`config.mk`:
```
export PLATFORM = sky130hd
export DESIGN_NAME = count_seq_ctrl
export DESIGN_NICKNAME = d
export VERILOG_FILES = /design/src/rtl/count_seq_ctrl.sv
export SDC_FILE = /design/constraint.sdc
export NUM_CORES = 1
export LEC_CHECK = 0
export CORE_UTILIZATION = 55
export CTS_BUF_LIST = sky130_fd_sc_hd__clkbuf_16
export CTS_CLUSTER_DIAMETER = 200
export DETAILED_ROUTE_END_ITERATION = 8
export DONT_BUFFER_PORTS = 1
export GPL_TIMING_DRIVEN = 0
export PLACE_DENSITY = 0.7
export SYNTH_ARGS = -nofsm -noshare
export SYNTH_HDL_FRONTEND = slang
export SYNTH_SLANG_ARGS = --single-unit
```
`constraint.sdc`:
```
create_clock -name i_clk_1 -period 6 [get_ports i_clk_1]
set_input_delay 0.6 -clock i_clk_1 [delete_from_list [all_inputs] [get_ports i_clk_1]]
set_output_delay 0.6 -clock i_clk_1 [all_outputs]
set_load 0.02 [all_outputs]
```
`src/rtl/count_seq_ctrl.sv`:
```
// count_seq_ctrl
// Run/pause/stop sequencer for an external 4-bit up/down counter. A base
// prescaler divides i_clk_1 into base ticks. An optional slow prescaler
// divides the base ticks further. The FSM turns the resulting step events
// into single-cycle enables for the counter datapath.
//
// Optional feature: define AUTO_REVERSE_EN to make the counter ping-pong
// between 0 and 15 instead of wrapping.
//
// Parameters
//   TICK_DIV   i_clk_1 cycles per base tick (2 .. 2^27-1)
//   SLOW_MULT  base ticks per count step in slow mode (2 .. 15)
//
// Ports
//   i_clk_1        system clock, rising edge
//   i_rst_n        asynchronous active-low reset
//   i_start        pulse: begin counting, or resume from pause
//   i_stop         pulse: pause while running, abort while paused
//   i_clr_req      pulse: clear the counter and return to idle
//   i_dir          requested direction (0 up, 1 down), sampled on a fresh start
//   i_slow         0: step every base tick, 1: step every SLOW_MULT base ticks
//   i_stop_at_tgt  enables stopping when i_cnt_val equals i_target
//   i_target       stop value
//   i_cnt_val      live counter value fed back from the datapath
//   o_cnt_en       single-cycle step enable to the counter
//   o_cnt_dir      direction to the counter
//   o_cnt_clr      single-cycle synchronous clear to the counter
//   o_busy         high while running
//   o_done         high while the target has been reached
//   o_state        IDLE=00, RUN=01, PAUSE=10, DONE=11
module count_seq_ctrl #(
  parameter int TICK_DIV  = 100000000,
  parameter int SLOW_MULT = 4
) (
  input  logic       i_clk_1,
  input  logic       i_rst_n,
  input  logic       i_start,
  input  logic       i_stop,
  input  logic       i_clr_req,
  input  logic       i_dir,
  input  logic       i_slow,
  input  logic       i_stop_at_tgt,
  input  logic [3:0] i_target,
  input  logic [3:0] i_cnt_val,
  output logic       o_cnt_en,
  output logic       o_cnt_dir,
  output logic       o_cnt_clr,
  output logic       o_busy,
  output logic       o_done,
  output logic [1:0] o_state
);

  localparam int BASE_W = $clog2(TICK_DIV);
  localparam logic [BASE_W-1:0] BASE_LAST = BASE_W'(TICK_DIV - 1);
  localparam logic [3:0]        SLOW_LAST = 4'(SLOW_MULT - 1);

  typedef enum logic [1:0] {
    ST_IDLE  = 2'b00,
    ST_RUN   = 2'b01,
    ST_PAUSE = 2'b10,
    ST_DONE  = 2'b11
  } state_t;

  state_t            r_state;
  logic [BASE_W-1:0] r_base_cnt;
  logic [3:0]        r_slow_cnt;
  logic              r_cnt_en;
  logic              r_cnt_dir;
  logic              r_cnt_clr;
  logic              r_busy;
  logic              r_done;

  state_t            w_state_nxt;
  logic [BASE_W-1:0] w_base_nxt;
  logic [3:0]        w_slow_nxt;
  logic              w_cnt_en_nxt;
  logic              w_cnt_dir_nxt;
  logic              w_cnt_clr_nxt;
  logic              w_tick;
  logic              w_match;
  logic              w_step;

  // State and output registers. Every output is taken straight from a flop,
  // so busy/done are registered copies of the next state rather than decodes.
  always_ff @(posedge i_clk_1 or negedge i_rst_n) begin
    if (!i_rst_n) begin
      r_state    <= ST_IDLE;
      r_base_cnt <= '0;
      r_slow_cnt <= '0;
      r_cnt_en   <= 1'b0;
      r_cnt_dir  <= 1'b0;
      r_cnt_clr  <= 1'b0;
      r_busy     <= 1'b0;
      r_done     <= 1'b0;
    end else begin
      r_state    <= w_state_nxt;
      r_base_cnt <= w_base_nxt;
      r_slow_cnt <= w_slow_nxt;
      r_cnt_en   <= w_cnt_en_nxt;
      r_cnt_dir  <= w_cnt_dir_nxt;
      r_cnt_clr  <= w_cnt_clr_nxt;
      r_busy     <= (w_state_nxt == ST_RUN);
      r_done     <= (w_state_nxt == ST_DONE);
    end
  end

  // Next-state logic. The if/else chain encodes the per-cycle priority:
  // clear, then stop, then start, then target match, then the prescaler tick.
  // A start while already running is meaningless. It falls through so that
  // it does not mask a target match or a tick.
  always_comb begin
    w_state_nxt   = r_state;
    w_base_nxt    = r_base_cnt;
    w_slow_nxt    = r_slow_cnt;
    w_cnt_en_nxt  = 1'b0;
    w_cnt_dir_nxt = r_cnt_dir;
    w_cnt_clr_nxt = 1'b0;
    w_step        = 1'b0;
    w_tick        = (r_base_cnt == BASE_LAST);
    w_match       = i_stop_at_tgt && (i_cnt_val == i_target);

    if (i_clr_req) begin
      w_state_nxt   = ST_IDLE;
      w_base_nxt    = '0;
      w_slow_nxt    = '0;
      w_cnt_clr_nxt = 1'b1;
    end else if (i_stop) begin
      // Pausing keeps both prescalers so a resume continues mid-period.
      if (r_state == ST_RUN) begin
        w_state_nxt = ST_PAUSE;
      end else if (r_state == ST_PAUSE) begin
        w_state_nxt = ST_IDLE;
        w_base_nxt  = '0;
        w_slow_nxt  = '0;
      end
    end else if (i_start && (r_state != ST_RUN)) begin
      w_state_nxt = ST_RUN;
      // Only a fresh start samples the direction and restarts the period.
      // DONE restarts like IDLE but leaves the counter value alone.
      if (r_state != ST_PAUSE) begin
        w_cnt_dir_nxt = i_dir;
        w_base_nxt    = '0;
        w_slow_nxt    = '0;
      end
    end else if (r_state == ST_RUN) begin
      if (w_match) begin
        w_state_nxt = ST_DONE;
      end else if (w_tick) begin
        w_base_nxt = '0;
        // slow is examined only on a base tick. A mode change therefore
        // lands on a tick boundary and never adds or drops a pulse there.
        if (!i_slow) begin
          w_slow_nxt = '0;
          w_step     = 1'b1;
        end else if (r_slow_cnt == SLOW_LAST) begin
          w_slow_nxt = '0;
          w_step     = 1'b1;
        end else begin
          w_slow_nxt = r_slow_cnt + 4'd1;
        end
      end else begin
        w_base_nxt = r_base_cnt + BASE_W'(1);
      end
    end

    if (w_step) begin
      w_cnt_en_nxt = 1'b1;
`ifdef AUTO_REVERSE_EN
      // Turn around at the end stops on the same cycle the enable goes out.
      // The counter then moves back inward instead of wrapping.
      if (!r_cnt_dir && (i_cnt_val == 4'd15)) begin
        w_cnt_dir_nxt = 1'b1;
      end else if (r_cnt_dir && (i_cnt_val == 4'd0)) begin
        w_cnt_dir_nxt = 1'b0;
      end
`else
      w_cnt_dir_nxt = r_cnt_dir;
`endif
    end
  end

  assign o_cnt_en  = r_cnt_en;
  assign o_cnt_dir = r_cnt_dir;
  assign o_cnt_clr = r_cnt_clr;
  assign o_busy    = r_busy;
  assign o_done    = r_done;
  assign o_state   = r_state;

endmodule

```
### Word level (Yosys, flattened, before mapping)

Cells that the tools add are included.

| storage, ports and cells | value |
|---|---|
| flip-flop bits (word level) | 38 |

| cells by class | value |
|---|---|
| equality and inequality tests | 13 |
| add/subtract/negate cells | 2 |
| bitwise logic cells | 3 |
| reduce and logical (&&, ||, !) cells | 7 |
| mux-type cells | 37 |

Operator list:

| kind | count |
|---|---|
| $mux 27 | 9 |
| $mux 4 | 11 |
| $add 27x1->27 const B | 1 |
| $eq 27x27->1 const B | 1 |
| $mux 2 | 7 |
| $mux 1 | 10 |
| $reduce_and 5->1 | 2 |
| $ne 4x3->1 const B | 2 |
| $reduce_bool 4->1 | 2 |
| $reduce_and 6->1 | 1 |
| $add 4x1->4 const B | 1 |
| $eq 2x1->1 const B | 2 |
| $eq 2x2->1 const B | 2 |
| $eq 4x2->1 const B | 1 |
| $eq 4x4->1 | 1 |
| $ne 3x1->1 const B | 1 |
| $ne 3x3->1 const B | 1 |
| $not 1->1 | 3 |
| $logic_and 1x1->1 | 2 |
| $ne 2x1->1 const B | 1 |
| $ne 2x2->1 const B | 1 |

### Logic depth before layout (Yosys ltp)

Gate-level depths: netlist (run 1).

| logic depth | value |
|---|---|
| word-level depth | 11 |
| depth in mapped cells | 8 |

### Worst setup path before layout (run 1)

OpenSTA, ideal clock, no wires.

| timing | value |
|---|---|
| path type | input-to-reg |
| from | input port i_stop |
| to | register r_slow_cnt[2] |
| library setup time | 0.124 ns |
| slack | 3.855 ns |
| arrival time | 2.021 ns |
| stages | 6 |
| cell sequence | or2_2 > a21o_1 > nor3_4 > clkbuf_1 > nor3_1 > a211o_1 |

| on the way | value |
|---|---|
| cells in the longest elaborated chain, start to end | 2 |

Ends and longest elaborated chain:

| element | RTL line | text |
|---|---|---|
| start, declared | 38 | `input logic i_stop,` |
| $ne 4x3->1 (no source line), or another cell as far along | n/a |  |
| $reduce_and 6->1 (no source line) or $mux 4 (tied branches) | n/a |  |
| end signal, assigned | 98 | `r_slow_cnt <= w_slow_nxt;` |
| end, declared | 66 | `logic [3:0] r_slow_cnt;` |

Parallel ways exist; a longest one is shown, timed or not.
A chain may end at the register's enable or synchronous reset.

### Final worst setup path (run 1)

| timing | value |
|---|---|
| from | register r_base_cnt[1] |
| to | register r_base_cnt[8] |

| on the way | value |
|---|---|
| cells in the longest elaborated chain, start to end | 7 |

Ends and longest elaborated chain:

| element | RTL line | text |
|---|---|---|
| start, declared | 65 | `logic [BASE_W-1:0] r_base_cnt;` |
| start signal, assigned | 97 | `r_base_cnt <= w_base_nxt;` |
| $add 27x1->27 or $eq 27x27->1 (tied branches) | 162, 119 |  |
| $mux 27 * | 148 | `end else if (w_tick) begin` |
| $mux 27 * | 146 | `if (w_match) begin` |
| $mux 27 * | 145 | `end else if (r_state == ST_RUN) begin` |
| $mux 27 * | 136 | `end else if (i_start && (r_state != ST_RUN)) begin` |
| $mux 27 * | 127 | `end else if (i_stop) begin` |
| $mux 27 * | 122 | `if (i_clr_req) begin` |

Mark *: on every way between the ends. The rest lies on a longest branch, timed or not. The select of a mux whose other input is x is not followed.

==> metrics.yaml, run 1 <==
start_kind: "flop"
async_reset_ff_frac: 1.00
use_met3: 0.0642
grt_use_met2: 0.424
worst_slack_ps: 3510
finClkSkew_ps: 6.23
syn2layout_area_growth_pct: 8.20
syn_area_per_cell_um2: 9.23
synth_fp_nets: 271
io-pin-count: 23
cp-startpoint: "r_base_cnt[1]"
layout_worst_path_cycle_share: 0.415
layout.nets: 278
start_util: 0.580
worstMarginPinSlew_ps: 747
clock_latency_ps: 280
cp_max_fo: 10
end_kind: "flop"
r2r_slack_ps: 3510
antenna_cells: 0
vias: 2124
clockBufferDepth: 2
cts_root_buffer: "clkbuf_16"
postRouteAntennaNets: 0
dr.pass1.iters: 4
power_w: 0.000545
antenna_found_initial: 0
overflow: 0
rsz0062_at_grt: "false"
ys_seq_elements: 38
htreeDepth: 2
cpPeakStageDelay_ps: 380
grtUsageMet1: 0.389
die_h_um: 67.2
cts_tree: "built"
worst_path_most_repeated_cell: "clkbuf_1"
crit_chain: "ha_1 > and3_1 > and2_1 > clkbuf_1 > nand3_1 > clkbuf_1 > or3_1 > a21oi_1"
outcome: "finished, final reports clean"
routed_wl_mm: 5.64
r2r.worst_path.cells: 8
drive_gt1_frac: 0.135
drv_slew: 0
grt_max_degree: 39
dp_hpwl_mm: 3.97
hold_viol: 0
dpl-instance-area_um2: 2400
yosysUniqueCellTypes: 49
leakage_nw: 0.990
busiest_layer: "met2"
cts_resized: 0
path_class: "flop to flop"
cts.sinks: 38
grt_usage: 0.280
stdcell_area_um2: 2530
route.detailed.drc: 0
fin_crit_ps: 2490
synth_flop_cell: "dfrtp_1"
postLayoutCoreUtil: 0.627
reg2reg_to: "r_base_cnt[8]"
place_congestion: 0.910
dieArea_um2: 4510
setup_viol: 0
tns_ps: 0
synth_area_um2: 2330
io_buffers: 0
worst_ep_required_time_ps: 6200
power_density_nw_per_um2: 216
endpoint: "r_base_cnt[8]"
yosysWarnings: 0
drv_cap: 0
rows: 23
synth-seq-area-share: 0.407
grt_first_pass_wirelength_mm: 9.24
drt-vias-per-instance: 6.87
wl_per_cell_um: 18.2
rr_startpoint: "r_base_cnt[1]"
coreArea_um2: 4030
post-cts-setup-buffer-count: 0
hp-class: "input pin to async pin"
crit_arrival_ps: 2690
dieWidth_um: 67.2
clk_pin_slew_ps: 60
max_freq_mhz: 402
synth-edff-count: 0
cp_slowest_cell: "dfrtp_1"
post-place-ws_ps: 3540
cts_buffers: 5
cts_hold_buf: 0
grt_pass1_vias: 1906
maxSlewHeadroom: 0.497
peakVddDrop_v: 0.000130
drt_iter0_drc: 232
syn_inst: 253
report_power, final:
| group | switching (W) | total (W) | internal (W) |
|---|---|---|---|
| logic | 0.0000234 | 0.0000376 | 0.0000143 |
| clock network | 0.0000920 | 0.000239 | 0.000147 |
| registers | 0.00000707 | 0.000268 | 0.000260 |
per-stage QoR:
step           instances  hold slack, ps
4_1_cts              309            8.02
6_report             309            9.94
3_5_place_dp         303             305
3_3_place_gp         303             305
5_1_grt              309            2.33
2_1_floorplan        253             304
metal layers:
layer | part of all wire | wire [µm]
met5 | 0 | 0
met4 | 0.018 | 104
met3 | 0.055 | 312
met2 | 0.47 | 2640
met1 | 0.46 | 2580
synthesized netlist by cell type (all sizes together) (3+ instances only):
cell,instances,area share
a211o,4,0.016
a211oi,3,0.012
a21o,3,0.0096
a21oi,24,0.051
a22o,4,0.016
and3,4,0.011
buf,8,0.025
clkbuf,6,0.011
dfrtp,38,0.41
inv,6,0.0096
mux2,3,0.014
nand2,22,0.035
nand3,12,0.026
nand3b,3,0.0096
nand4,9,0.024
nor2,11,0.018
nor3,11,0.033
nor4,6,0.016
o21ai,5,0.011
o31a,4,0.015
o31ai,20,0.064
or3,4,0.011
or4,19,0.064
xnor2,4,0.015
state kept, by name, summed over array words and instances, names as in the netlist:
register	count
o_state	2
o_cnt_en	1
r_base_cnt	27
r_slow_cnt	4
o_done	1
o_cnt_dir	1
o_cnt_clr	1
o_busy	1
logic make-up (layout without fill, tap and decap cells):
group	count (synthesis)	count (layout)	share of synthesized area
and+or+nand+nor	115	115	0.296
AOI/OAI and AO/OA	71	71	0.211
DFF	38	38	0.407
buffers and inverters	20	26	0.0455
xor gates and xnor gates	4	4	0.0150
muxes	3	3	0.0145
adders and majority gates	2	2	0.0107
critical path: cells and delay by family (launching register included):
kind,cells,cell delay [ps]
AO/OA/AOI/OAI,1,150
adder cells (fa/ha/maj),1,210
buffers and inverters,2,590
flip-flops,1,380
AND/OR/NAND/NOR,4,1080
layout make-up:
| class | instances | area [µm²] |
|---|---|---|
| inverters | 6 | 22.5 |
| clock inverters | 1 | 3.75 |
| plain buffers | 14 | 83.8 |
| fillers | 357 | 1500 |
| flip-flops and latches | 38 | 951 |
| well taps | 50 | 62.6 |
| multi-input cells | 195 | 1280 |
| clock buffers | 5 | 125 |
worst min path at each step:
stage	cells past startpoint	end	slack, ps
3_3_place_gp	0	o_done	310
5_1_grt	0	r_base_cnt[18]	2
2_1_floorplan	0	o_busy	300
6_report	0	r_base_cnt[14]	10
4_1_cts	0	r_base_cnt[25]	8
3_5_place_dp	0	o_done	310
placed cells by master (no fill, tap or decap), types with 2 or more instances in the layout:
master	instances
o21ai_0	5
a21o_1	3
a22o_1	3
and4_1	2
a211oi_1	2
or4_4	2
o31a_1	4
clkbuf_1	4
and2_1	2
ha_1	2
nor3_2	2
buf_2	5
or3_1	4
inv_1	6
clkbuf_2	2
buf_6	3
nor2_1	11
mux2_2	3
nor3_1	8
xnor2_1	4
nand2_1	22
nand3_1	12
nand4_1	9
a21oi_1	24
o31ai_1	20
dfrtp_1	38
a211o_1	3
a31o_2	2
nor4_1	6
or4_1	17
nand3b_1	3
and3_1	3
clkbuf_16	5
No activity file was read; power rests on OpenSTA's default activity.
==> run 2, diff against run 1 <==
--- a/config.mk
+++ b/config.mk
@@ -5,6 +5,7 @@
 export SDC_FILE = /design/constraint.sdc
 export NUM_CORES = 1
 export LEC_CHECK = 0
+export ABC_AREA = 1
 export CORE_UTILIZATION = 55
 export CTS_BUF_LIST = sky130_fd_sc_hd__clkbuf_16
 export CTS_CLUSTER_DIAMETER = 200
==> constraint.sdc (replaced) <==
create_clock -name i_clk_1 -period 2.4 [get_ports i_clk_1]
set_input_delay 0.24 -clock i_clk_1 [delete_from_list [all_inputs] [get_ports i_clk_1]]
set_output_delay 0.24 -clock i_clk_1 [all_outputs]
set_load 0.02 [all_outputs]
==> run 2 against run 1 <==
  * Clock skew down 1.1 ps
  * Total power rose to 2.7 times the previous value
  * Register-to-register slack worse by 3000 ps
  * Setup slack worse by 3000 ps
==> metrics.yaml, run 2 <==
power_density_nw_per_um2: 522  # +140%
syn2layout_area_growth_pct: 9.57
cts_buffers: 5  # unchanged
dr.pass1.iters: 4  # unchanged
multi_input_area_um2: 1280  # about the same
end_kind: "flop"
leakage_nw: 1.30  # +31%
async_reset_ff_frac: 1.00  # unchanged
yosysWarnings: 0  # unchanged
drv_slew: 0  # unchanged
rsz0062_at_grt: "false"
regArea_um2: 951  # unchanged
yosysUniqueCellTypes: 28  # -43%
synth_commonest_cells: "nand2_1, inv_1, nor2_1, nand3_1, dfrtp_1"
dieWidth_um: 69.9  # +4.1%
cts_resized: 0  # unchanged
drt-vias-per-instance: 5.26  # -23%
synth_fp_nets: 401  # +48%
die_h_um: 69.9  # +4.1%
yosys.area.top_type: "dfrtp_1"
wl_per_cell_um: 12.1  # -34%
ys_seq_elements: 38  # unchanged
fin_crit_ps: 1930  # -558 ps
overflow: 0  # unchanged
post-cts-setup-buffer-count: 0  # unchanged
largest_reg_flops: 27  # unchanged
worstMarginPinSlew_ps: 314  # -433 ps
path_class: "flop to flop"
post-place-ws_ps: 475  # -3070 ps
regMostFlops: "r_base_cnt"
dieArea_um2: 4890  # +8.4%
drive_gt1_frac: 0.0914  # -0.0438
htreeDepth: 2  # unchanged
finClkSkew_ps: 5.17  # -1.06 ps
worst_ep_required_time_ps: 2570  # -3630 ps
io_buffers: 0  # unchanged
clk_pin_slew_ps: 60  # about the same
maxSlewHeadroom: 0.790  # +0.293
layout_common_cells: "nand2_1, inv_1, nor2_1"
cp_max_fo: 10  # unchanged
start_kind: "flop"
synth_flop_cell: "dfrtp_1"
synth_area_um2: 2540  # +8.6%
vias: 2346  # +10%
cts.sinks: 38  # unchanged
grt_pass1_vias: 2223  # +17%
postRouteAntennaNets: 0  # unchanged
coreArea_um2: 4380  # +8.8%
r2r.worst_path.cells: 11  # +3
start_util: 0.578  # -0.00102
grt_first_pass_wirelength_mm: 9.40  # +1.8%
crit_arrival_ps: 2100  # -590 ps
antenna_found_initial: 0  # unchanged
setup_viol: 0  # unchanged
cts_tree: "built"
synth-seq-area-share: 0.375  # -0.0323
syn_area_per_cell_um2: 6.62  # -28%
drt_iter0_drc: 136  # -41%
synth-edff-count: 0  # unchanged
hp-class: "input pin to flop"
routed_wl_mm: 5.41  # -4.1%
layout.nets: 411  # +48%
worst_slack_ps: 471  # -3040 ps
yosys.area.top_type_share: 0.375  # -0.0323
antenna_cells: 0  # unchanged
syn_inst: 383  # +51%
cts_root_buffer: "clkbuf_16"
cts_hold_buf: 3  # +3
peakVddDrop_v: 0.000373  # +190%
tns_ps: 0  # unchanged
grt_max_degree: 39  # unchanged
min_delay_path_depth: 1
dp_hpwl_mm: 3.97  # about the same
final_common_cell: "nand2_1"
hold_viol: 0  # unchanged
clock_latency_ps: 280  # about the same
route.detailed.drc: 0  # unchanged
drv_cap: 0  # unchanged
outcome: "finished, final reports clean"
synthTopCellsByArea: "dfrtp_1, nand2_1, inv_1, nand3_1, nor2_1"
grt_usage: 0.239  # -0.0410
place_congestion: 0.847  # -7.0%
max_freq_mhz: 518  # +29%
rows: 24  # +4.3%
synth.most_common_cell: "nand2_1"
postLayoutCoreUtil: 0.634  # +0.00683
layout_worst_path_cycle_share: 0.804  # +0.389
num-fill-cells: 409  # +15%
io-pin-count: 23  # unchanged
clockBufferDepth: 2  # unchanged
-- run 2: cell types whose count changed after synthesis, moves of 5 or more --
cell / delta
o21ai_0: +5
o21bai_1: +5
or4_1: -17
a21oi_1: -18
nor2_1: +47
nor2_2: +8
inv_1: +56
nand2_1: +84
nor4_1: -6
o31ai_1: -18
nand3_1: +32
-- run 2: worst max-delay path, stage by stage, from the launching register on --
cell and delay, ps:
dfrtp_1 490, inv_2 140, nor2_2 50, nor2_2 180, nor2_4 90, inv_2 80, nor2_4 40, nor2_4 240
buf_2 280, nand3_1 110, nand2_2 80, nor2_2 30
-- run 2: cells by family (layout without fill, tap and decap cells) --
| family | count (synthesis) | after routing | synth area share |
|---|---|---|---|
| adder cells (fa/ha/maj) | 2 | 2 | 0.00987 |
| XOR/XNOR | 3 | 3 | 0.0104 |
| AO/OA/AOI/OAI | 25 | 25 | 0.0587 |
| buffers and inverters | 73 | 84 | 0.122 |
| flip-flops | 38 | 38 | 0.375 |
| multiplexers | 1 | 1 | 0.00444 |
| AND/OR/NAND/NOR | 241 | 241 | 0.420 |
-- run 2: routing by layer --
metal  part of all wire  wire, µm  GRT usage
met5                  0         0          0
met4              0.013        68     0.0689
met3              0.038       205     0.0491
met2               0.47      2570      0.413
met1               0.47      2560      0.302
-- run 2: worst paths after layout --
kind                            slack (ps)     startpoint        endpoint
worst min-delay path                    60      i_clr_req   r_base_cnt[6]
worst max register to register         470     o_state[0]  r_base_cnt[17]
worst min register to register         530  r_slow_cnt[1]   r_slow_cnt[1]
worst max-delay path                   470     o_state[0]  r_base_cnt[17]
max in group asynchronous             1750        i_rst_n  r_base_cnt[15]
min in group asynchronous              450        i_rst_n  r_base_cnt[14]
-- run 2: layout make-up --
type | count | area share
Multi-Input combinational cell | 272 | 0.459
Sequential cell | 38 | 0.342
Inverter | 66 | 0.0891
Clock buffer | 5 | 0.0450
Tap cell | 52 | 0.0234
Buffer | 7 | 0.0221
Timing Repair Buffer | 3 | 0.0144
Clock inverter | 3 | 0.00450
-- run 2: per-stage QoR --
| stage | cell area, µm² | hold WS, ps | total power, W | std cells |
|---|---|---|---|---|
| floorplan | 2540 | -55.6 | 0.000783 | 383 |
| global placement | 2600 | -54.8 | 0.000808 | 435 |
| detailed placement | 2600 | -54.8 | 0.000810 | 435 |
| CTS | 2780 | 53.9 | 0.00146 | 446 |
| global route | 2780 | 48.4 | 0.00151 | 446 |
| finish | 2780 | 55.3 | 0.00145 | 446 |
-- run 2: power by group --
| group | internal [W] | switching, W | total (W) |
|---|---|---|---|
| clock | 0.000376 | 0.000259 | 0.000635 |
| sequential | 0.000650 | 0.0000157 | 0.000666 |
| combinational | 0.0000529 | 0.0000979 | 0.000151 |
